<file path="config.mk">
export PLATFORM = sky130hd
export DESIGN_NAME = event_filter_seq_flat
export DESIGN_NICKNAME = d
export VERILOG_FILES = /design/src/rtl/event_filter_seq_if.sv /design/src/rtl/event_filter_seq.sv /design/src/flat_wrapper.sv
export SDC_FILE = /design/constraint.sdc
export NUM_CORES = 1
export LEC_CHECK = 0
export ABC_AREA = 1
export BUFFER_PORTS_ARGS = -buffer_cell sky130_fd_sc_hd__clkbuf_2
export CAP_MARGIN = 30
export CORE_MARGIN = 2
export CORE_UTILIZATION = 40
export CTS_CLUSTER_SIZE = 8
export DETAILED_ROUTE_END_ITERATION = 10
export GPL_ROUTABILITY_DRIVEN = 1
export HOLD_SLACK_MARGIN = 0.06
export SLEW_MARGIN = 20
export SYNTH_ARGS = -nofsm -noshare
export SYNTH_HDL_FRONTEND = slang
export SYNTH_SLANG_ARGS = --single-unit
</file>
<file path="constraint.sdc">
create_clock -name clk -period 2.5 [get_ports clk]
set_clock_uncertainty 0.05 [all_clocks]
set_input_delay 0.125 -clock clk [delete_from_list [all_inputs] [get_ports clk]]
set_output_delay 0.125 -clock clk [all_outputs]
set_load 0.05 [all_outputs]
</file>
<file path="src/rtl/event_filter_seq_if.sv">
// Handshake bundle of the event filter sequencer:
// input byte strobe, filter issue/verdict, output byte stream.
interface event_filter_seq_if;
  logic [7:0] in_byte;
  logic       in_valid;
  logic [7:0] f_x;
  logic [7:0] f_y;
  logic       f_p;
  logic [7:0] f_t;
  logic       f_valid;
  logic       f_ready;
  logic       r_valid;
  logic       r_pass;
  logic [7:0] out_byte;
  logic       out_valid;
  logic       out_ready;

  modport master (
    input  in_byte,
    input  in_valid,
    input  f_ready,
    input  r_valid,
    input  r_pass,
    input  out_ready,
    output f_x,
    output f_y,
    output f_p,
    output f_t,
    output f_valid,
    output out_byte,
    output out_valid
  );

  modport slave (
    output in_byte,
    output in_valid,
    output f_ready,
    output r_valid,
    output r_pass,
    output out_ready,
    input  f_x,
    input  f_y,
    input  f_p,
    input  f_t,
    input  f_valid,
    input  out_byte,
    input  out_valid
  );
endinterface

</file>
<file path="src/rtl/event_filter_seq.sv">
// Event filter sequencer: assembles 4-byte AER packets, issues them
// to the filter, and re-serializes the ones the filter keeps.
module event_filter_seq #(
  parameter int TIMEOUT = 255,
  parameter int DROP_W  = 8
) (
  input  logic              clk,
  input  logic              rst_n,
  input  logic              ena,
  event_filter_seq_if.master bus,
  output logic              busy,
  output logic [DROP_W-1:0] drop_cnt,
  output logic              err_timeout,
  output logic              err_overrun
);

  localparam logic [15:0] TO_LIM = 16'(TIMEOUT);
  localparam logic [DROP_W-1:0] DROP_ONE = 1;

  typedef enum logic [2:0] {
    S_IDLE,
    S_COLLECT,
    S_ISSUE,
    S_WAIT,
    S_EMIT
  } state_e;

  state_e state_q, state_d;

  logic [1:0]  idx_q, idx_d;
  logic [15:0] timer_q, timer_d;
  logic [7:0]  x_q, x_d;
  logic [7:0]  y_q, y_d;
  logic        p_q, p_d;
  logic [7:0]  t_q, t_d;
  logic [1:0]  oidx_q, oidx_d;
  logic [7:0]  obyte_q, obyte_d;
  logic        ovalid_q, ovalid_d;
  logic [DROP_W-1:0] drop_q, drop_d;
  logic        eto_q, eto_d;
  logic        eov_q, eov_d;

  logic [1:0]  oidx_nx;
  logic [7:0]  nx_byte;
  logic        in_busy;

  assign oidx_nx = oidx_q + 2'd1;
  assign in_busy = (state_q == S_ISSUE)
                || (state_q == S_WAIT)
                || (state_q == S_EMIT);

  // Flags byte goes out with only the polarity bit populated.
  always_comb begin
    nx_byte = '0;
    unique case (oidx_nx)
      2'd0: nx_byte = x_q;
      2'd1: nx_byte = y_q;
      2'd2: nx_byte = {p_q, 7'b0};
      2'd3: nx_byte = t_q;
    endcase
  end

  always_comb begin
    state_d  = state_q;
    idx_d    = idx_q;
    timer_d  = timer_q;
    x_d      = x_q;
    y_d      = y_q;
    p_d      = p_q;
    t_d      = t_q;
    oidx_d   = oidx_q;
    obyte_d  = obyte_q;
    ovalid_d = ovalid_q;
    drop_d   = drop_q;
    eto_d    = eto_q;
    eov_d    = eov_q;
    if (ena) begin
      unique case (state_q)
        S_IDLE: begin
          if (bus.in_valid) begin
            x_d     = bus.in_byte;
            idx_d   = 2'd1;
            timer_d = '0;
            state_d = S_COLLECT;
          end
        end
        S_COLLECT: begin
          if (bus.in_valid) begin
            unique case (idx_q)
              2'd1:    y_d = bus.in_byte;
              2'd2:    p_d = bus.in_byte[7];
              2'd3:    t_d = bus.in_byte;
              default: x_d = bus.in_byte;
            endcase
            timer_d = '0;
            idx_d   = idx_q + 2'd1;
            if (idx_q == 2'd3) begin
              state_d = S_ISSUE;
            end
          end else if (timer_q + 16'd1 == TO_LIM) begin
            timer_d = '0;
            idx_d   = '0;
            eto_d   = 1'b1;
            state_d = S_IDLE;
          end else begin
            timer_d = timer_q + 16'd1;
          end
        end
        S_ISSUE: begin
          if (bus.f_ready) begin
            state_d = S_WAIT;
          end
        end
        S_WAIT: begin
          if (bus.r_valid && bus.r_pass) begin
            oidx_d   = '0;
            obyte_d  = x_q;
            ovalid_d = 1'b1;
            state_d  = S_EMIT;
          end else if (bus.r_valid) begin
            if (drop_q != '1) begin
              drop_d = drop_q + DROP_ONE;
            end
            state_d = S_IDLE;
          end
        end
        S_EMIT: begin
          if (bus.out_ready) begin
            if (oidx_q == 2'd3) begin
              oidx_d   = '0;
              obyte_d  = '0;
              ovalid_d = 1'b0;
              state_d  = S_IDLE;
            end else begin
              oidx_d  = oidx_nx;
              obyte_d = nx_byte;
            end
          end
        end
        default: state_d = S_IDLE;
      endcase
      // A byte landing on the return-to-idle cycle is silently lost.
      if (bus.in_valid && in_busy && state_d != S_IDLE) begin
        eov_d = 1'b1;
      end
    end
  end

  always_ff @(posedge clk or negedge rst_n) begin
    if (!rst_n) begin
      state_q  <= S_IDLE;
      idx_q    <= '0;
      timer_q  <= '0;
      x_q      <= '0;
      y_q      <= '0;
      p_q      <= 1'b0;
      t_q      <= '0;
      oidx_q   <= '0;
      obyte_q  <= '0;
      ovalid_q <= 1'b0;
      drop_q   <= '0;
      eto_q    <= 1'b0;
      eov_q    <= 1'b0;
    end else begin
      state_q  <= state_d;
      idx_q    <= idx_d;
      timer_q  <= timer_d;
      x_q      <= x_d;
      y_q      <= y_d;
      p_q      <= p_d;
      t_q      <= t_d;
      oidx_q   <= oidx_d;
      obyte_q  <= obyte_d;
      ovalid_q <= ovalid_d;
      drop_q   <= drop_d;
      eto_q    <= eto_d;
      eov_q    <= eov_d;
    end
  end

  assign bus.f_x       = x_q;
  assign bus.f_y       = y_q;
  assign bus.f_p       = p_q;
  assign bus.f_t       = t_q;
  assign bus.f_valid   = (state_q == S_ISSUE);
  assign bus.out_byte  = obyte_q;
  assign bus.out_valid = ovalid_q;

  assign busy        = (state_q != S_IDLE);
  assign drop_cnt    = drop_q;
  assign err_timeout = eto_q;
  assign err_overrun = eov_q;

endmodule

</file>
<file path="src/flat_wrapper.sv">
// flat-port wrapper written by rule: the top's interface ports become plain ports
module event_filter_seq_flat 
#(
  parameter int TIMEOUT = 255,
  parameter int DROP_W  = 8
)
  (clk, rst_n, ena, busy, drop_cnt, err_timeout, err_overrun, bus_in_byte, bus_in_valid, bus_f_ready, bus_r_valid, bus_r_pass, bus_out_ready, bus_f_x, bus_f_y, bus_f_p, bus_f_t, bus_f_valid, bus_out_byte, bus_out_valid);
  event_filter_seq_if bus_i ();
  input  logic clk;
  input  logic rst_n;
  input  logic ena;
  output logic busy;
  output logic [DROP_W-1:0] drop_cnt;
  output logic err_timeout;
  output logic err_overrun;
  input wire logic [$bits(bus_i.in_byte)-1:0] bus_in_byte;
  input wire logic [$bits(bus_i.in_valid)-1:0] bus_in_valid;
  input wire logic [$bits(bus_i.f_ready)-1:0] bus_f_ready;
  input wire logic [$bits(bus_i.r_valid)-1:0] bus_r_valid;
  input wire logic [$bits(bus_i.r_pass)-1:0] bus_r_pass;
  input wire logic [$bits(bus_i.out_ready)-1:0] bus_out_ready;
  output wire logic [$bits(bus_i.f_x)-1:0] bus_f_x;
  output wire logic [$bits(bus_i.f_y)-1:0] bus_f_y;
  output wire logic [$bits(bus_i.f_p)-1:0] bus_f_p;
  output wire logic [$bits(bus_i.f_t)-1:0] bus_f_t;
  output wire logic [$bits(bus_i.f_valid)-1:0] bus_f_valid;
  output wire logic [$bits(bus_i.out_byte)-1:0] bus_out_byte;
  output wire logic [$bits(bus_i.out_valid)-1:0] bus_out_valid;
  assign bus_i.in_byte = bus_in_byte;
  assign bus_i.in_valid = bus_in_valid;
  assign bus_i.f_ready = bus_f_ready;
  assign bus_i.r_valid = bus_r_valid;
  assign bus_i.r_pass = bus_r_pass;
  assign bus_i.out_ready = bus_out_ready;
  assign bus_f_x = bus_i.f_x;
  assign bus_f_y = bus_i.f_y;
  assign bus_f_p = bus_i.f_p;
  assign bus_f_t = bus_i.f_t;
  assign bus_f_valid = bus_i.f_valid;
  assign bus_out_byte = bus_i.out_byte;
  assign bus_out_valid = bus_i.out_valid;
  event_filter_seq #(.TIMEOUT(TIMEOUT), .DROP_W(DROP_W)) u_core (.clk(clk), .rst_n(rst_n), .ena(ena), .bus(bus_i), .busy(busy), .drop_cnt(drop_cnt), .err_timeout(err_timeout), .err_overrun(err_overrun));
endmodule
</file>
==> impl_metrics.py, run 1 <==
metrics = {
    "worst_setup_path": {
        "slowest_stage": "dfrtp_1",
        "start_kind": "flop",
        "worstSetupPathType": "reg -> reg",
        "path_common_cell": "nor2_1",
        "worstPathMaxFanout": 12,
        "cpLargestDelayFamily": "simple AND/OR/NAND/NOR gates",
        "worst_setup_path_end_kind": "flop",
        "required_ns": 2.72,
        "critPathBufInv": 2,
        "path_cells": "nor2_1, inv_1, nor2_1, inv_1, nor2_2, nor2_1, nand2_1, nor2_1, nand3_2, nand2_1, nand2_1",
        "crit_arrival_ns": 2.26,
        "critPathMaxStageDelay_ns": 0.43,
    },
    "power_and_ir_drop": {
        "total_power_mw": 5.039,
        "peakVddDrop_v": 0.0007708,
        "powerDensity_mw_per_mm2": 1169,
        "p_leak_nw": 2.109,
    },
    "routing": {
        "vias": 3027,
        "drt_iter0_markers": 129,
        "wl_per_cell_um": 13.50,
        "viasPerCell": 4.914,
        "ant_nets": 0,
        "drt-total-wl_mm": 8.314,
        "first_pass_iters": 4,
        "drc_errors": 0,
    },
    "yosys": {
        "syn_inst": 426,
        "netlist-cell-type-count": 36,
        "yosys_warnings": 0,
        "avgSynthCellArea_um2": 8.382,
        "synth-edff-count": 0,
        "synth_area_mm2": 0.003571,
        "synth_area_leader_cell": "dfrtp_1",
        "synth_top_cell_area_share": 0.4695,
        "syn_nets": 453,
        "synthFlopType": "dfrtp_1",
        "ys_top_cells_by_area": "dfrtp_1 47%, nand2_1 13%, o21ai_0 5.2%, inv_1 4.5%, ha_1 3.9%",
        "ys_ff_latch": 67,
        "async_flop_share": 1.000,
        "ys_seq_area_frac": 0.4695,
    },
    "timing": {
        "finalHoldViolCount": 0,
        "period_needed_ns": 2.041,
        "rsz0062_at_grt": "false",
        "tightest_slew_ns": 0.8349,
        "slew_viol_final": 0,
        "tns_ns": 0,
        "finalCritPeriodShare": 0.8164,
        "slew_headroom": 0.4434,
        "clock.fmax_ghz": 0.4900,
        "finalSetupViolCount": 0,
    },
    "clocking": {
        "cts_resized": 0,
        "cts-htree-levels": 3,
        "clockRootBuffer": "clkbuf_8",
        "clockBufferDepth": 2,
        "path_clk_slew_ns": 0.07,
        "cts_tree": "yes",
        "insertion_delay_ns": 0.34,
        "numCtsBuffers": 9,
        "clock-sinks": 67,
    },
    "die": {
        "start_util": 0.4115,
        "core_mm2": 0.008678,
        "rows": 34,
        "io_pins": 62,
        "dieWidth_um": 98.49,
        "die_h_um": 98.49,
        "fp.dieArea_mm2": 0.009699,
    },
    "finish": {
        "final_cell_mix": "127 x nand2_1, 67 x dfrtp_1, 60 x clkbuf_2, 43 x inv_1, 37 x o21ai_0",
        "drive_gt1_frac": 0.2402,
        "regArea_mm2": 0.001677,
        "fillerInstances": 857,
        "multiInputGateArea_mm2": 0.001672,
        "finalInstanceArea_mm2": 0.004312,
        "final_common_cell": "nand2_1",
        "synthToLayoutAreaGrowth_pct": 20.74,
        "fin_nets": 530,
        "insertedDiodeCount": 0,
    },
    "grt": {
        "track_usage": 0.1850,
        "grt_max_degree": 39,
        "globalRouteOverflowTotal": 0,
        "grt_pass1_vias": 2900,
        "grt_pass1_wl_mm": 14.26,
        "antenna_found_initial": 0,
    },
    "flow_run": {
        "maxCapViolCount": 0,
    },
    "worst_hold_path": {
        "hp-class": "in -> reg",
    },
    "placed_design": {
        "placed_cell_area_mm2": 0.004014,
        "gp_routability_congestion": 0.8999,
        "port_buffers": 61,
        "dpl.hpwl_mm": 6.288,
    },
    "run_status": {
        "outcome": "complete, no violations",
    },
}
area by class of cell:
type	instances	share of cell area
Clock buffer	10	0.02960
Timing Repair Buffer	74	0.1016
Clock inverter	6	0.01857
Sequential cell	67	0.3889
Inverter	48	0.04237
Tap cell	108	0.03134
Multi-Input combinational cell	303	0.3877
worst register-to-register path, delay by kind of cell, from the launching register on:
| kind | cells | cell delay, ns |
|---|---|---|
| simple gates | 9 | 1.18 |
| flops | 1 | 0.43 |
| buf+inv | 2 | 0.33 |
worst paths after layout:
| path | start | end | slack (ns) | cells past startpoint |
|---|---|---|---|---|
| max in group asynchronous | rst_n | u_core.bus.f_y[0] | 1.43 | 3 |
| worst max-delay path | u_core.state_q[0] | u_core.err_overrun | 0.46 | 11 |
| worst min-delay path | ena | u_core.state_q[2] | 0.1 | 2 |
| worst min register to register | u_core.err_overrun | u_core.err_overrun | 0.44 | 2 |
| worst max register to register | u_core.state_q[0] | u_core.err_overrun | 0.46 | 11 |
| min in group asynchronous | rst_n | u_core.timer_q[5] | 0.33 | 2 |
through the flow:
step                      worst slack, ns  std cells  utilization  hold slack, ns
after global routing               0.2145        616       0.4968          0.1166
after global placement             0.5285        591       0.4625          0.1673
after floorplan                    0.3257        426            -         -0.2206
after CTS                          0.4523        616       0.4968         0.07896
after detailed placement           0.4759        591       0.4625          0.1713
final                              0.4590        616       0.4968         0.09654
timing repair:
action,CTS,global route
hold buffers,9,0
endpoints found under the hold margin,52,0
setup buffers,0,0
cells by family after synthesis:
kind of cell | count (synthesis) | share of synthesized area
AOI/OAI and AO/OA | 74 | 0.1300
xor gates and xnor gates | 11 | 0.02908
adders and majority gates | 11 | 0.03854
buffers and inverters | 56 | 0.06237
DFF | 67 | 0.4695
and+or+nand+nor | 207 | 0.2705
sequential cells by signal, indices dropped and copies added (netlist names):
register	flops
u_core.bus.f_p	1
u_core.bus.f_t	8
u_core.bus.f_x	8
u_core.bus.f_y	8
u_core.bus.out_byte	8
u_core.bus.out_valid	1
u_core.drop_cnt	8
u_core.err_overrun	1
u_core.err_timeout	1
u_core.idx_q	2
u_core.oidx_q	2
u_core.state_q	3
u_core.timer_q	16
per-layer routing:
layer | GRT usage | up-vias | routed length (µm)
li1 | - | 1532 | -
met1 | 0.2588 | 1413 | 3990
met2 | 0.2920 | 68 | 3916
met3 | 0.03121 | 14 | 272
met4 | 0.06639 | 0 | 135
met5 | 0 | - | 0
power by group:
group / switching [mW] / leakage (nW) / internal [mW]
Sequential: 0.284 / 0.859 / 1.41
Combinational: 1.80 / 1.14 / 0.587
Clock: 0.398 / 0.110 / 0.555
cells in the mapped netlist (5+ instances only):
cell type,n
dfrtp_1,67
nand3b_1,5
o22ai_1,7
xnor2_1,6
ha_1,11
nand4_1,6
nand2_1,127
nor2_1,25
clkbuf_1,5
o21ai_0,37
a22oi_1,8
o21ai_2,10
inv_1,43
nor2_2,8
nand3_1,17
o21ai_1,5
Note: power is estimated with default switching activity, not from simulation.
==> run 2, diff against run 1 <==
- clock period: 2.5 -> 2.09 ns (I/O delays scaled with it)
==> run 2 against run 1 <==
Against the previous run:
- critical path type unchanged
- maximum frequency up 3.6%
- combinational power up 23%
- die area unchanged
- flip-flop and latch count unchanged
- final area up 3.1%
- critical path depth up 1
- global-route usage about the same
==> impl_metrics.py, run 2 (synthesis gave the netlist of run 1 again) <==
metrics = {
    "die": {
        "dieWidth_um": 98.49,
        "die_h_um": 98.49,
        "fp.dieArea_mm2": 0.009699,
        "core_mm2": 0.008678,
        "io_pins": 62,
        "rows": 34,
        "start_util": 0.4115,
    },
    "worst_setup_path": {
        "worst_setup_path_end_kind": "flop",
        "start_kind": "flop",
        "crit_cells": 12,
        "cp-endpoint": "u_core.timer_q[8]",
        "r2r-end": "u_core.timer_q[8]",
        "worstSetupPathType": "reg -> reg",
        "path_cells": "ha_4, nand2_1, nor2_2, nand3_1, xor2_1, nand2_1, nor2_2, nand2_4, nand3_4, inv_2, nand2_1, nand2_1",
        "r2r_slack_ns": 0.12,
        "critPathMaxStageDelay_ns": 0.44,
        "slowest_stage": "dfrtp_2",
        "required_ns": 2.27,
        "path_common_cell": "nand2_1",
        "worst_r2r_path_depth": 12,
        "critPathBufInv": 1,
        "crit_arrival_ns": 2.15,
        "cpLargestDelayFamily": "simple AND/OR/NAND/NOR gates",
        "crit_path_start": "u_core.timer_q[1]",
        "worstReg2RegStart": "u_core.timer_q[1]",
        "worstPathMaxFanout": 7,
    },
    "placed_design": {
        "dp_slack_ns": 0.08868,
        "port_buffers": 61,
        "gp_routability_congestion": 0.8763,
        "dpl.cell_count": 596,
        "dpl.hpwl_mm": 6.263,
    },
    "clocking": {
        "insertion_delay_ns": 0.35,
        "clockBufferDepth": 2,
        "cts_tree": "yes",
        "path_clk_slew_ns": 0.08,
        "clock-sinks": 67,
        "cts-htree-levels": 3,
        "numCtsBuffers": 9,
        "clockRootBuffer": "clkbuf_8",
    },
    "finish": {
        "regArea_mm2": 0.001680,
        "fin_nets": 538,
        "largest_reg_flops": 16,
        "drive_gt1_frac": 0.2655,
        "utilization": 0.5121,
        "top_register": "u_core.timer_q",
        "final_common_cell": "nand2_1",
        "fillerInstances": 845,
        "insertedDiodeCount": 0,
        "synthToLayoutAreaGrowth_pct": 24.46,
        "stdcell_count": 624,
        "final_cell_mix": "125 x nand2_1, 64 x dfrtp_1, 60 x clkbuf_2, 43 x inv_1, 37 x o21ai_0",
        "multiInputGateArea_mm2": 0.001720,
    },
    "grt": {
        "grt_pass1_vias": 2855,
        "grt_max_degree": 68,
        "globalRouteOverflowTotal": 0,
        "antenna_found_initial": 0,
        "track_usage": 0.1855,
        "grt_pass1_wl_mm": 14.10,
    },
    "power_and_ir_drop": {
        "total_power_mw": 6.194,
        "p_sw_mw": 3.082,
        "switching_share": 0.4976,
        "pwr-share-clk": 0.196,
        "powerDensity_mw_per_mm2": 1394,
        "power_frac_seq": 0.329,
        "p_int_mw": 3.112,
        "p_leak_nw": 2.147,
        "peakVddDrop_v": 0.0009575,
        "combPwrFrac": 0.475,
    },
    "timing": {
        "slew_headroom": 0.6275,
        "period_needed_ns": 1.970,
        "finalHoldViolCount": 0,
        "finalSetupViolCount": 0,
        "slew_viol_final": 0,
        "worst_slack_ns": 0.1198,
        "clock.fmax_ghz": 0.5076,
        "hold_slack_ns": 0.1025,
        "tightest_slew_ns": 0.5566,
        "finalCritPeriodShare": 0.9427,
    },
    "worst_hold_path": {
        "hp-class": "in -> reg",
    },
    "routing": {
        "first_pass_iters": 4,
        "wl_per_cell_um": 13.82,
        "viasPerCell": 4.856,
        "vias": 3030,
        "drt_iter0_markers": 129,
        "ant_nets": 0,
        "drt-total-wl_mm": 8.621,
        "drc_errors": 0,
    },
    "flow_run": {
        "maxCapViolCount": 0,
    },
    "run_status": {
        "outcome": "complete, no violations",
    },
}
## run 2: how the worst min path moves through the flow
stage	to	slack [ns]	depth (start not counted)	startpoint
2_1_floorplan	u_core.bus.f_p	-0.24	0	rst_n
3_3_place_gp	u_core.timer_q[12]	0.11	2	rst_n
6_report	u_core.drop_cnt[0]	0.10	4	bus_r_pass
3_5_place_dp	u_core.timer_q[15]	0.10	2	rst_n
4_1_cts	u_core.err_overrun	0.13	7	bus_f_ready
5_1_grt	u_core.drop_cnt[0]	0.10	4	bus_r_pass
## run 2: metrics by stage
stage | instance area [µm²] | setup TNS (ns)
floorplan | 3576 | 0
global placement | 4056 | 0
detailed placement | 4056 | 0
CTS | 4389 | 0
global route | 4444 | -0.01609
finish | 4444 | 0
## run 2: layer usage
layer | wire (µm) | global-route usage
met4 | 53 | 0.06006
met1 | 4001 | 0.2592
met3 | 396 | 0.04326
met5 | 0 | 0
met2 | 4169 | 0.2878
## run 2: tightest hold or removal path: cells and delay by family
kind | cells | cell delay (ns)
simple gates | 2 | 0.20
xor+xnor | 1 | 0.07
buf+inv | 1 | 0.09
## run 2: timing repair
| action | CTS | global route |
|---|---|---|
| setup endpoints to repair | 0 | 27 |
| buffers inserted | 0 | 1 |
| resized for setup | 0 | 11 |
| endpoints found under the hold margin | 93 | 0 |
| hold buffers | 11 | 0 |
## run 2: final cells by class
type | count | share of cell area
Timing Repair Buffer | 82 | 0.1132
Sequential cell | 67 | 0.3781
Inverter | 48 | 0.04110
Clock buffer | 9 | 0.02787
Tap cell | 108 | 0.03041
Clock inverter | 7 | 0.02224
Multi-Input combinational cell | 303 | 0.3871
## run 2: power groups by stage
stage	clock, mW	combinational (mW)	sequential (mW)
floorplan	0	1.12	3.07
global placement	0	2.85	2.03
global route	1.31	3.17	2.10
detailed placement	0	2.91	2.04
finish	1.21	2.94	2.04
CTS	1.25	2.93	2.02
